### src/rtl/shift_arbiter_pkg.sv
// Shared definitions for the shift arbiter: op encodings, widths, result-register state
// and the round-robin winner function.
package shift_arbiter_pkg;

  localparam int unsigned DATA_W  = 32;
  localparam int unsigned SHAMT_W = 5;

  localparam logic [1:0] OP_SLL = 2'b00;
  localparam logic [1:0] OP_SRL = 2'b01;
  localparam logic [1:0] OP_SRA = 2'b10;

  typedef enum logic {
    StEmpty = 1'b0,
    StFull  = 1'b1
  } rsp_state_e;

  // A lone requester always wins; on contention the port that did not win last time goes.
  function automatic logic arb_winner(input logic [1:0] valid, input logic rr_ptr);
    if (valid == 2'b11) begin
      return ~rr_ptr;
    end
    return valid[1];
  endfunction

endpackage

### src/rtl/shift_arbiter_barrel_shifter.sv
// Log-depth combinational barrel shifter producing left and right results in parallel;
// the right result fills with the sign bit when shift_arithmetic is set.
module barrel_shifter #(
  parameter int unsigned SIZE = 32
) (
  input  logic [SIZE-1:0]         in_a,
  input  logic [$clog2(SIZE)-1:0] in_b,
  input  logic                    shift_arithmetic,
  output logic [SIZE-1:0]         result_l,
  output logic [SIZE-1:0]         result_r
);

  localparam int unsigned StageCnt = $clog2(SIZE);

  logic fill;

  assign fill = shift_arithmetic & in_a[SIZE-1];

  always_comb begin
    result_l = in_a;
    result_r = in_a;
    for (int s = 0; s < StageCnt; s++) begin
      if (in_b[s]) begin
        result_l = result_l << (1 << s);
        // Vacated high bits take the fill value for arithmetic shifts.
        result_r = (result_r >> (1 << s)) |
                   (fill ? ~({SIZE{1'b1}} >> (1 << s)) : {SIZE{1'b0}});
      end
    end
  end

endmodule

### src/rtl/shift_arbiter.sv
// Two-port round-robin arbiter in front of one shared barrel shifter; the shifted result
// lands in a one-entry register returned on a valid/ready interface with port and tag.
module shift_arbiter #(
  parameter int unsigned DATA_W = 32,
  parameter int unsigned TAG_W  = 4
) (
  input  logic                   clk,
  input  logic                   rst_n,
  input  logic [1:0]             req_valid,
  output logic [1:0]             req_ready,
  input  logic [1:0][1:0]        req_op,
  input  logic [1:0][DATA_W-1:0] req_data,
  input  logic [1:0][4:0]        req_shamt,
  input  logic [1:0][TAG_W-1:0]  req_tag,
  output logic                   rsp_valid,
  input  logic                   rsp_ready,
  output logic [DATA_W-1:0]      rsp_data,
  output logic                   rsp_port,
  output logic [TAG_W-1:0]       rsp_tag
);

  import shift_arbiter_pkg::*;

  rsp_state_e        state_q;
  logic              rr_ptr_q;
  logic [DATA_W-1:0] rsp_data_q;
  logic              rsp_port_q;
  logic [TAG_W-1:0]  rsp_tag_q;

  logic              can_accept;
  logic              winner;
  logic              fire;
  logic [1:0]        op_sel;
  logic [DATA_W-1:0] result_l;
  logic [DATA_W-1:0] result_r;
  logic [DATA_W-1:0] shift_result;

  always_comb begin
    can_accept = (state_q == StEmpty) | rsp_ready;
    winner     = arb_winner(req_valid, rr_ptr_q);
    // Gated by rst_n so no request is accepted while reset is asserted.
    fire       = rst_n & (|req_valid) & can_accept;
    req_ready  = fire ? (2'b01 << winner) : 2'b00;
    op_sel     = req_op[winner];
  end

  barrel_shifter #(
    .SIZE(DATA_W)
  ) u_barrel_shifter (
    .in_a            (req_data[winner]),
    .in_b            (req_shamt[winner]),
    .shift_arithmetic(op_sel == OP_SRA),
    .result_l        (result_l),
    .result_r        (result_r)
  );

  // The reserved op encoding behaves as SLL.
  assign shift_result = ((op_sel == OP_SRL) || (op_sel == OP_SRA)) ? result_r : result_l;

  always_ff @(posedge clk or negedge rst_n) begin
    if (!rst_n) begin
      state_q    <= StEmpty;
      rr_ptr_q   <= 1'b0;
      rsp_data_q <= '0;
      rsp_port_q <= 1'b0;
      rsp_tag_q  <= '0;
    end else begin
      unique case (state_q)
        StEmpty: begin
          if (fire) begin
            state_q    <= StFull;
            rr_ptr_q   <= winner;
            rsp_data_q <= shift_result;
            rsp_port_q <= winner;
            rsp_tag_q  <= req_tag[winner];
          end
        end
        StFull: begin
          if (fire) begin
            // Drain and refill in the same cycle.
            rr_ptr_q   <= winner;
            rsp_data_q <= shift_result;
            rsp_port_q <= winner;
            rsp_tag_q  <= req_tag[winner];
          end else if (rsp_ready) begin
            state_q <= StEmpty;
          end
        end
        default: state_q <= StEmpty;
      endcase
    end
  end

  assign rsp_valid = (state_q == StFull);
  assign rsp_data  = rsp_data_q;
  assign rsp_port  = rsp_port_q;
  assign rsp_tag   = rsp_tag_q;

endmodule

### config.mk
export PLATFORM = sky130hd
export DESIGN_NAME = shift_arbiter
export DESIGN_NICKNAME = d
export VERILOG_FILES = /design/src/rtl/shift_arbiter_pkg.sv /design/src/rtl/shift_arbiter_barrel_shifter.sv /design/src/rtl/shift_arbiter.sv
export SDC_FILE = /design/constraint.sdc
export NUM_CORES = 1
export LEC_CHECK = 0
export CAP_MARGIN = 20
export CORE_UTILIZATION = 55
export CTS_CLUSTER_SIZE = 28
export DETAILED_ROUTE_END_ITERATION = 10
export PLACE_DENSITY = 0.84
export SLEW_MARGIN = 20
export SYNTH_ARGS = -nofsm -noshare
export SYNTH_HDL_FRONTEND = slang
export SYNTH_SLANG_ARGS = --single-unit
### constraint.sdc
create_clock -name clk -period 4.78 [get_ports clk]
set_input_delay 0.717 -clock clk [delete_from_list [all_inputs] [get_ports clk]]
set_output_delay 0.717 -clock clk [all_outputs]
set_load 0.02 [all_outputs]
# Yosys cells after proc, flatten, opt, wreduce, memory -nomap -nowiden
# Index checks and enable logic that the tools add are counted.
# classes
addsub	0
mux	35
n_eq_ne	3
bitwise	11
div	0
n_lt_le_gt_ge	1
n_reduce_logical	2
shift	1
multipliers	0
# op_table
op	count
two-way mux 32 bit	19
bitwise OR 16 x 32 -> 32 bit	1
bitwise OR 24 x 32 -> 32 bit	1
bitwise OR 28 x 32 -> 32 bit	1
bitwise OR 30 x 32 -> 32 bit	1
bitwise OR 31 x 32 -> 32 bit	1
two-way mux 4 bit	3
two-way mux 5 bit	2
two-way mux 1 bit	7
two-way mux 2 bit	3
== test 2 bit (second input constant)	2
bitwise AND 1 bit	3
== test 2 x 1 -> 1 bit (second input constant)	1
< comparator 1 x 2 -> 1 bit (second input constant)	1
NOT 1 bit	2
case mux 1 bit (2 select lines)	1
OR reduction 2 bit	1
<< shifter 1 x 1 -> 2 bit (first input constant)	1
logical OR 1 bit	1
bitwise OR 1 bit	1
# word_totals
latch_bits	0
mem_count	0
rom_bits	0
ram_bits	0
in_bits	91
ff_bits	38
wordCells	57

# Depth between registers and ports, before layout
# logic_depth
word_depth	20
mapped_depth	17

# Hierarchy
# A second synthesis with hierarchy kept.
# unflattened
hier_cells	653
hier_area_um2	6601.3
# modules_own_cells
mod	cells_per_inst	area_per_inst_um2	n_inst
barrel_shifter	481	4170.2	1
shift_arbiter	172	2431.1	1

# Worst setup path before layout
# OpenSTA, ideal clock, no wires.
# synth_path
kind	input to register
startpoint	in req_valid[1]
endpoint	reg rsp_data_q[11] (netlist: rsp_data[11])
n_path_buf	6
setup_time_ps	65
stages	15
t_arrival_ps	3430
t_required_ps	4715
slack_ps	1285
path_cell_list	a21boi_4 > buf_12 > buf_12 > buf_2 > buf_1 > mux2i_1 > ha_1 > clkbuf_1 > nand2_1 > mux2i_1 > clkbuf_1 > nor2_1 > a2111oi_0 > a221o_1 > o22a_1
# synth_via
elab_chain_len	18
elab_cells_between_ends	36
cone_classes	eq/ne: 3; mux: 23; bitwise: 8; reduce/logical: 2
# synth_rtl
item	line	text
start: declaration	shift_arbiter.sv:9	input logic [1:0] req_valid,
== test 2 bit	shift_arbiter_pkg.sv:19	if (valid == 2'b11) begin
two-way mux 1 bit	shift_arbiter_pkg.sv:19	
two-way mux 1 bit	shift_arbiter_pkg.sv:22	return valid[1];
two-way mux 2 bit (not written as such) (2 in a row)	shift_arbiter.sv:44	op_sel = req_op[winner];
== test 2 bit	shift_arbiter.sv:52, shift_arbiter.sv:58	
bitwise AND 1 bit	shift_arbiter_barrel_shifter.sv:17	assign fill = shift_arithmetic & in_a[SIZE-1];
two-way mux 32 bit	shift_arbiter_barrel_shifter.sv:27	(fill ? ~({SIZE{1'b1}} >> (1 << s)) : {SIZE{1'b0}});
bitwise OR 31 x 32 -> 32 bit	shift_arbiter_barrel_shifter.sv:26	result_r = (result_r >> (1 << s)) |
two-way mux 32 bit (2 in a row)	shift_arbiter_barrel_shifter.sv:23	if (in_b[s]) begin
bitwise OR 28 x 32 -> 32 bit	shift_arbiter_barrel_shifter.sv:26	
two-way mux 32 bit (2 in a row)	shift_arbiter_barrel_shifter.sv:23	
bitwise OR 16 x 32 -> 32 bit	shift_arbiter_barrel_shifter.sv:26	
two-way mux 32 bit	shift_arbiter_barrel_shifter.sv:23	
two-way mux 32 bit	shift_arbiter.sv:58	assign shift_result = ((op_sel == OP_SRL) || (op_sel == OP_SRA)) ? result_r : result_l;
two-way mux 32 bit	shift_arbiter.sv:70, shift_arbiter.sv:79	
end signal: assignment	shift_arbiter.sv:73	rsp_data_q <= shift_result;
end signal: assignment	shift_arbiter.sv:82	rsp_data_q <= shift_result;
end: declaration	shift_arbiter.sv:26	logic [DATA_W-1:0] rsp_data_q;
# Several ways; a longest one is shown, not always the timed one. The select of a mux whose other input is x is not followed.
# A chain may end at the register's enable or synchronous reset.

# Final worst setup path
# layout_path
startpoint	in req_valid[1]
endpoint	reg rsp_data_q[28] (netlist: rsp_data[28])
# layout_via
elab_chain_len	14
elab_cells_between_ends	36
cone_classes	eq/ne: 3; mux: 23; bitwise: 8; reduce/logical: 2
# layout_rtl
item	line
== test 2 bit	shift_arbiter_pkg.sv:19
two-way mux 1 bit	shift_arbiter_pkg.sv:19
two-way mux 1 bit	shift_arbiter_pkg.sv:22
two-way mux 2 bit (not written as such) or two-way mux 32 bit (tied branches) (2 in a row)	shift_arbiter.sv:44, shift_arbiter.sv:50
== test 2 bit or bitwise OR 31 x 32 -> 32 bit (tied branches)	shift_arbiter.sv:52, shift_arbiter.sv:58, shift_arbiter_barrel_shifter.sv:26
bitwise AND 1 bit or two-way mux 32 bit (tied branches)	shift_arbiter_barrel_shifter.sv:17, shift_arbiter_barrel_shifter.sv:23
two-way mux 32 bit or bitwise OR 30 x 32 -> 32 bit (tied branches)	shift_arbiter_barrel_shifter.sv:27, shift_arbiter_barrel_shifter.sv:26
bitwise OR 28 x 32 -> 32 bit or two-way mux 32 bit (tied branches)	shift_arbiter_barrel_shifter.sv:26, shift_arbiter_barrel_shifter.sv:23
two-way mux 32 bit (3 in a row)	shift_arbiter_barrel_shifter.sv:23
two-way mux 32 bit	shift_arbiter.sv:58
two-way mux 32 bit	shift_arbiter.sv:70, shift_arbiter.sv:79
# Several ways; a longest one is shown, not always the timed one. The select of a mux whose other input is x is not followed.

==> results_dict.tcl <==
set metrics [dict create \
    stdcell_count 1044 \
    die-height_um 112 \
    postCtsSetupBuffers 0 \
    ys_seq_area_share_pct 14.2 \
    num_rows 39 \
    finalNetCount 992 \
    antenna_found_initial 0 \
    synth_area_leader_cell "mux2i_1" \
    die_w_um 112 \
    insertion_delay_ns 0.29 \
    synth_compound_area_share_pct 20.2 \
    synth_top_area_share_pct 33.1 \
    cts-htree-levels 2 \
    grt_max_degree 45 \
    finalClockSkew_ns 0.00567 \
    yosys-top-cells-area "mux2i_1 (33%), dfrtp_1 (14%), mux2_2 (4.5%)" \
    drc_errors 0 \
    cts-root-buf "clkbuf_16" \
    hold_viol 0 \
    drtIter0Drc 1013 \
    n_fill_cell 972 \
    syn_to_final_growth_pct 22.0 \
    drt_first_pass_iters 7 \
    cap_violations 0 \
    yosys.area_share.adder_pct 0.187 \
    crit_fanout 20 \
    dp.cells 1036 \
    max-vdd-ir-drop_mv 0.325 \
    numCtsBuffers 5 \
    post-route-period-util_pct 88.4 \
    multi_input_area_um2 5310 \
    final_area_um2 8180 \
    synth_edf_count 0 \
    grt_overflow 0 \
    setup.worst_path.start "req_valid[1]" \
    endpoint_kind "flip-flop" \
    dr_total_vias 7476 \
    period_needed_ns 4.23 \
    cts_hold_buf 0 \
    tightest_slew_ns 0.892 \
    crit_type "in -> reg" \
    relSlewSlack_pct 39.3 \
    synth.area.mux_share_pct 43.3 \
    r2r-start "rsp_port$_DFFE_PN0P_" \
    synth_flop_cell "dfrtp_1" \
    io_buffers 130 \
    synthArstFlopShare_pct 100 \
    die-area_um2 12600 \
    synthSimpleGateAreaFrac_pct 15.2 \
    status "completed" \
    dp_hpwl_mm 20.0 \
    clk_pin_slew_worst_paths_ns 0.06 \
    viasPerCell 7.16 \
    start_util_pct 57.5 \
    crit_arrival_ns 4.40 \
    io-pin-count 131 \
    placed_area_um2 7980 \
    grt_pass1_wl_mm 41.0 \
    register_area_um2 951 \
    hold_path_startpoint "rsp_data[25]$_DFFE_PN0P_" \
    synth_xor_area_share_pct 0 \
    cts_resized 0 \
    leakagePower_nw 3.53 \
    routedWlPerCell_um 25.1 \
    p_per_area_nw_per_um2 291 \
    grtUsageTotal_pct 41.9 \
    finalWirelength_mm 26.2 \
    syn_avg_cell_area_um2 8.34 \
    rsz0062_at_grt "false" \
    synth_top_family_by_area "multiplexers" \
    fmax_mhz 237 \
    slew_viol_final 0 \
    grt_pass1_vias 7132 \
    setup_viol 0 \
    yosys_warnings 0 \
    drive_gt1_share_pct 11.1 \
    coreArea_um2 11700 \
    required_ns 4.96 \
    antenna_cells 0 \
    ys_ff_latch 38 \
    ys_types 72 \
    hold_path_class "reg -> reg" \
    syn_nets 896 \
    setup.worst_path.start_class "input pin" \
    syn_area_um2 6710 \
    gp_congestion 1.04 \
    cts.sinks 38 \
    clockBufferDepth 2 \
    setup_tns_ns 0 \
    cts_tree "yes" \
    synthCells 804 \
    postRouteAntennaNets 0 \
]
[critical path, cell delays in order]
cell,delay (ns)
clkdlybuf4s50_1,0.50
a21boi_4,0.28
buf_4,0.32
mux2i_1,0.13
ha_1,0.77
nor2b_1,0.52
nand2_1,0.34
a211oi_1,0.50
o21ai_0,0.12
and4b_1,0.19
[synthesized netlist by cell type, types with 8 or more instances]
cell	n
a211oi_1	11
a21oi_1	28
a22oi_1	9
a31oi_1	14
buf_2	23
buf_4	23
clkbuf_1	15
dfrtp_1	38
mux2_2	27
mux2i_1	222
mux4_2	11
nand2_1	71
nand2b_1	8
nand3_1	22
nor2_1	75
nor3_1	19
o21ai_0	38
o221ai_1	15
o22ai_1	11
[flip-flops by register name, indices dropped and copies added, names as in the netlist]
register / flops
rsp_valid: 1
rsp_port: 1
rsp_data: 32
rsp_tag: 4
[worst paths after layout]
path | end | slack, ns | cells past startpoint
setup / recovery | rsp_data[28]$_DFFE_PN0P_ | 0.55 | 10
hold / removal | rsp_data[25]$_DFFE_PN0P_ | 0.49 | 1
setup reg to reg | rsp_data[28]$_DFFE_PN0P_ | 1.08 | 9
hold reg to reg | rsp_data[25]$_DFFE_PN0P_ | 0.49 | 1
max in group asynchronous | rsp_data[10]$_DFFE_PN0P_ | 3.90 | 2
min in group asynchronous | rsp_tag[2]$_DFFE_PN0P_ | 0.52 | 2
[metal layers]
layer	wire length, um	track usage, %
met5	0	0
met4	1620	22.8
met3	3070	8.80
met2	11200	63.3
met1	10400	55.9
[kinds of logic (layout without fill, tap and decap cells)]
family | Yosys count | count (layout)
DFF | 38 | 38
buffers and inverters | 75 | 172
muxes | 268 | 268
AOI/OAI and AO/OA | 195 | 195
adders and majority gates | 1 | 1
and+or+nand+nor | 227 | 227
[power breakdown]
group	leakage [nW]	switching, W	internal, W
Sequential	0.459	0.0000631	0.000409
Combinational	2.98	0.000856	0.000606
Clock	0.0971	0.000138	0.000313
Total	3.53	0.00106	0.00133
[cell usage in the layout (no fill, tap or decap), types with 4 or more instances in the layout]
cell / instances
o22ai_1: 11
dfrtp_1: 38
a22oi_1: 9
a211oi_1: 11
nor3_1: 19
a211o_1: 5
nor2b_1: 5
a31oi_1: 14
nand2b_1: 8
clkbuf_16: 5
a221o_1: 5
o21ai_0: 38
o31ai_1: 4
nand3_1: 22
clkdlybuf4s50_1: 127
o211ai_1: 6
a221oi_1: 7
o21ai_1: 6
nor2_1: 75
mux4_2: 11
nand2_1: 71
mux2_2: 27
mux2i_1: 221
a21oi_1: 28
buf_4: 35
o221ai_1: 15
[area by class of cell]
type / count / area share (%)
Multi-Input combinational cell: 691 / 64.9
Clock buffer: 6 / 1.70
Timing Repair Buffer: 163 / 18.8
Tap cell: 143 / 2.19
Inverter: 1 / 0.0459
Sequential cell: 38 / 11.6
Clock inverter: 2 / 0.734
[stage by stage]
| stage | setup WS (ns) | hold slack [ns] | power, W | utilization [%] |
|---|---|---|---|---|
| after floorplan | 1.29 | 0.421 | 0.00133 | - |
| after global placement | 0.506 | 0.480 | 0.00188 | 68.5 |
| after detailed placement | 0.439 | 0.476 | 0.00189 | 68.5 |
| after CTS | 0.742 | 0.492 | 0.00234 | 70.2 |
| after global routing | 0.548 | 0.514 | 0.00248 | 70.2 |
| final | 0.552 | 0.488 | 0.00238 | 70.2 |
No activity file was read; power rests on OpenSTA's default activity.
==> edit 1, RTL diff (same settings) <==
The parameter `TAG_W` goes from 4 to 3.
--- a/src/rtl/shift_arbiter.sv
+++ b/src/rtl/shift_arbiter.sv
@@ -4,3 +4,3 @@
   parameter int unsigned DATA_W = 32,
-  parameter int unsigned TAG_W  = 4
+  parameter int unsigned TAG_W  = 3
 ) (
Ports: changed (resized req_tag and rsp_tag); port bits go from 131 to 128. No check against the original RTL was run, so the function may have changed too.
==> edit 1 against the unedited design <==
Register-to-register slack improved by 0.51 ns. Routed wire length rose by 5.3%. Fmax rose by 6.4%. Hold slack got worse by 0.013 ns. Design area rose by 1.6%. Worst setup slack improved by 0.25 ns. Via count rose by 0.17%. Synthesized cell count fell by 3.2%. Total power fell by 5.1%. Global-route usage rose by 0.45 points. Sequential cell count fell by 1. Synthesized area rose by 3.1%. Sequential share of layout area fell by 0.48 points. Non-clock buffer count fell by 2. Critical endpoint is now rsp_data[6]. Highest routed layer unchanged.
==> edit 1: results (changes against the unedited design) <==
power_and_ir_drop:
  seqPwrFrac_pct: 20.6  # +0.8 points
  ir_worst_vdd_mv: 0.1717  # -47%
  comb_power_share_pct: 64.7  # +3.4 points
  p_int_uw: 1217  # -8.3%
  switching_share_pct: 46.22  # +1.9 points
  p_leak_uw: 0.003443  # -2.5%
logic_synthesis:
  syn_nets: 868  # -3.1%
  yosys-top-cells-area: "mux2i_1, dfrtp_1, mux4_2, mux2_2, nand2_1"
  ys_seq_area_share_pct: 13.38  # -0.79 points
  synth.avg_cell_area_um2: 8.892  # +6.6%
  netlist-cell-type-count: 67  # -6.9%
  ys_top_cells_by_count: "mux2i_1, nand2_1, nor2_1"
detailed_routing:
  met1_length_um: 10490  # +1.1%
  wl_met3_um: 3169  # +3.3%
  drt_iter0_drc: 1092  # +7.8%
  dr_wl_met2_um: 12430  # +11%
  dr_total_vias: 7489  # +0.17%
  drtPass1Iterations: 6  # -1
  totalWireLength_um: 27610  # +5.3%
clocking:
  clockBufferDepth: 2  # unchanged
global_routing:
  use_met3_pct: 8.788  # -0.014 points
  grt_usage_pct: 42.31  # +0.45 points
  antenna_found_initial: 0  # unchanged
  gr-usage-met1_pct: 54.25  # -1.7 points
  grt_pass1_wl_um: 41900  # +2.3%
  grt_pass1_vias: 7119  # -0.18%
  use_met2_pct: 67.84  # +4.6 points
  grt_max_degree: 59  # +31%
cells_and_area:
  fillCellCount: 976  # +0.41%
  drive_gt1_share_pct: 14.91  # +3.8 points
  fin_nets: 961  # -3.1%
  diodes: 0  # unchanged
  fin_cells: 1040  # -0.38%
min_path:
  worst_hold_path.num_cells: 2  # +1
  holdPathEnd: "rsp_data[29]"
  hold_class: "reg2reg"
  hp-start: "rsp_data[29]"
placed_design:
  io_buffers: 127  # -2.3%
  place_ws_ns: 0.6786  # +0.2395 ns
  place_area_um2: 8172  # +2.4%
  dp_hpwl_um: 21170  # +5.8%
  gp_congestion: 1.047  # +0.34%
setup_path:
  crit_path_max_fanout: 18  # -10%
  cp-endpoint: "rsp_data[6]"
  reg2reg_depth: 8  # -1
  cp_data_arrival_time_ns: 4.14  # -0.26 ns
  cp_top_family: "compound AO/OA/AOI/OAI gates"
  critPathLaunch: "req_shamt[1]"
  critPathSlowestCell: "clkdlybuf4s50_1"
  r2r_slack_ns: 1.59  # +0.51 ns
  r2r_end: "rsp_data[27]"
  critPathMaxStageDelay_ns: 0.91  # +0.14 ns
timing:
  worstMarginPinSlew_ns: 0.9612  # +0.06879 ns
  hold_ws_ns: 0.4749  # -0.01282 ns
  fmax_ghz: 0.2516  # +6.4%
  skew_ns: 0.005268  # -0.0004040 ns
outcome:
  status: "complete, no violations"
==> edit 1: cell count changes after synthesis, moves of 5 or more <==
cell	unedited run	this run
mux4_2	11	34
nand2b_1	8	3
mux2i_1	222	165
a31oi_1	14	19
o22ai_1	11	6
mux4_1	0	8
nand3_1	22	15
buf_4	23	10
a211oi_1	11	17
buf_6	5	16
a21oi_1	28	39
nand2_1	71	83
o221ai_1	15	5
==> edit 1: cell families after synthesis <==
| group | share of synthesized area [%] |
|---|---|
| simple gates | 13.73 |
| fa+ha+maj | 0.1808 |
| mux | 45.74 |
| buf+inv | 7.415 |
| compound gates | 19.55 |
| flops | 13.38 |
==> edit 1: area by class of cell <==
class | instances | area [µm²] | area share [%]
Tap cell | 168 | 210.2 | 2.529
Sequential cell | 37 | 925.9 | 11.14
Clock buffer | 6 | 128.9 | 1.551
Inverter | 2 | 7.507 | 0.09033
Clock inverter | 2 | 10.01 | 0.1204
Timing Repair Buffer | 161 | 1529 | 18.40
Multi-Input combinational cell | 664 | 5499 | 66.17
==> edit 2, RTL diff (config.mk and constraints unchanged) <==
Made on the original files. Reset style: synchronous (`rst_n`), changed in one clocked block.
--- a/src/rtl/shift_arbiter.sv
+++ b/src/rtl/shift_arbiter.sv
@@ -59,3 +59,3 @@
 
-  always_ff @(posedge clk or negedge rst_n) begin
+  always_ff @(posedge clk) begin
     if (!rst_n) begin
Function: differs if rst_n is asserted again (counterexample within 4 cycles, from zero or initial values and one cycle with rst_n low); with rst_n held inactive, the same outputs for 4 cycles.
==> edit 2 against the unedited design <==
Synthesized area increased by 6.5%. Count of clock-buffer cells in the layout decreased by 1. Critical endpoint is now rsp_data[4]. Worst setup slack gained 0.44 ns. Fmax increased by 11%. Non-clock buffer count decreased by 6. Largest cell class unchanged. Total power is 16% lower. Sequential cell count unchanged. Routed wire length rose by 3.0%. Design area grew 4.3%. Register-to-register slack better by 0.51 ns. Critical path type unchanged.
==> edit 2: results (changes against the unedited design) <==
outcome:
  status: "complete, no violations"
setup_path:
  crit_path_max_fanout: 14  # -30%
  reg2reg_depth: 8  # -1
  cp_top_family: "multiplexers"
  r2r-start: "rsp_port"
  cp-endpoint: "rsp_data[4]"
  cp_data_arrival_time_ns: 3.97  # -0.43 ns
  critPathSlowestCell: "mux2i_4"
  critPathMaxStageDelay_ns: 0.59  # -0.18 ns
logic_synthesis:
  yosys-top-cells-area: "mux2i_1, mux4_2, dfxtp_1, nand2_1, a21oi_1"
  synth.avg_cell_area_um2: 8.672  # +3.9%
  synthArstFlopShare_pct: 0  # -100 points
  ys.flop_type: "dfxtp_1"
  syn_nets: 916  # +2.2%
  ys_seq_area_share_pct: 10.65  # -3.5 points
  ys_top_cells_by_count: "mux2i_1, nand2_1, nor2_1"
timing:
  worstMarginPinSlew_ns: 0.9313  # +0.03895 ns
  skew_ns: 0.003871  # -0.001801 ns
  hold_ws_ns: 0.4737  # -0.01403 ns
global_routing:
  grt_pass1_vias: 7451  # +4.5%
  grt_pass1_wl_um: 41860  # +2.2%
power_and_ir_drop:
  ir_worst_vdd_mv: 0.1730  # -47%
  p_leak_uw: 0.003352  # -5.1%
  switchingPower_uw: 852.9  # -19%
cells_and_area:
  fillCellCount: 1091  # +12%
  drive_gt1_share_pct: 15.18  # +4.1 points
  syn_to_final_growth_pct: 19.45
  fin_nets: 1000  # +0.81%
placed_design:
  place_area_um2: 8342  # +4.5%
  gp_congestion: 1.053  # +0.93%
  dp_hpwl_um: 20420  # +2.1%
  dp.cells: 1073  # +3.6%
min_path:
  holdPathEnd: "rsp_data[3]"
  hp-start: "rsp_data[3]"
detailed_routing:
  dr_total_vias: 7931  # +6.1%
  viasPerCell: 7.337  # +2.5%
  drt_iter0_drc: 1470  # +45%
  wl_per_cell_um: 24.98  # -0.50%
-- edit 2: per-layer routing --
layer | vias to the layer above | track usage (%) | part of all wire [%]
li1 | 3406 | - | -
met1 | 3709 | 53.11 | 36
met2 | 667 | 63.49 | 44
met3 | 149 | 9.205 | 14
met4 | 0 | 21.79 | 6.3
met5 | - | 0 | 0
-- edit 2: power by group through the flow --
stage	sequential [µW]	clock (µW)	combinational, µW
floorplan	448	0	683
global placement	396	0	1120
detailed placement	396	0	1130
CTS	390	436	1140
global route	394	449	1240
finish	390	441	1180
-- edit 2: cells by family after synthesis --
family	after synthesis	synth area share, %
compound gates	216	21.03
simple gates	254	16.00
flops	38	10.65
buf+inv	82	7.844
mux	233	44.30
fa+ha+maj	1	0.1751
-- edit 2: layout make-up --
cell class	instances	share of cell area, %
Clock inverter	3	0.8062
Timing Repair Buffer	157	17.74
Multi-Input combinational cell	704	68.47
Inverter	2	0.08795
Sequential cell	38	8.912
Tap cell	172	2.521
Clock buffer	5	1.466
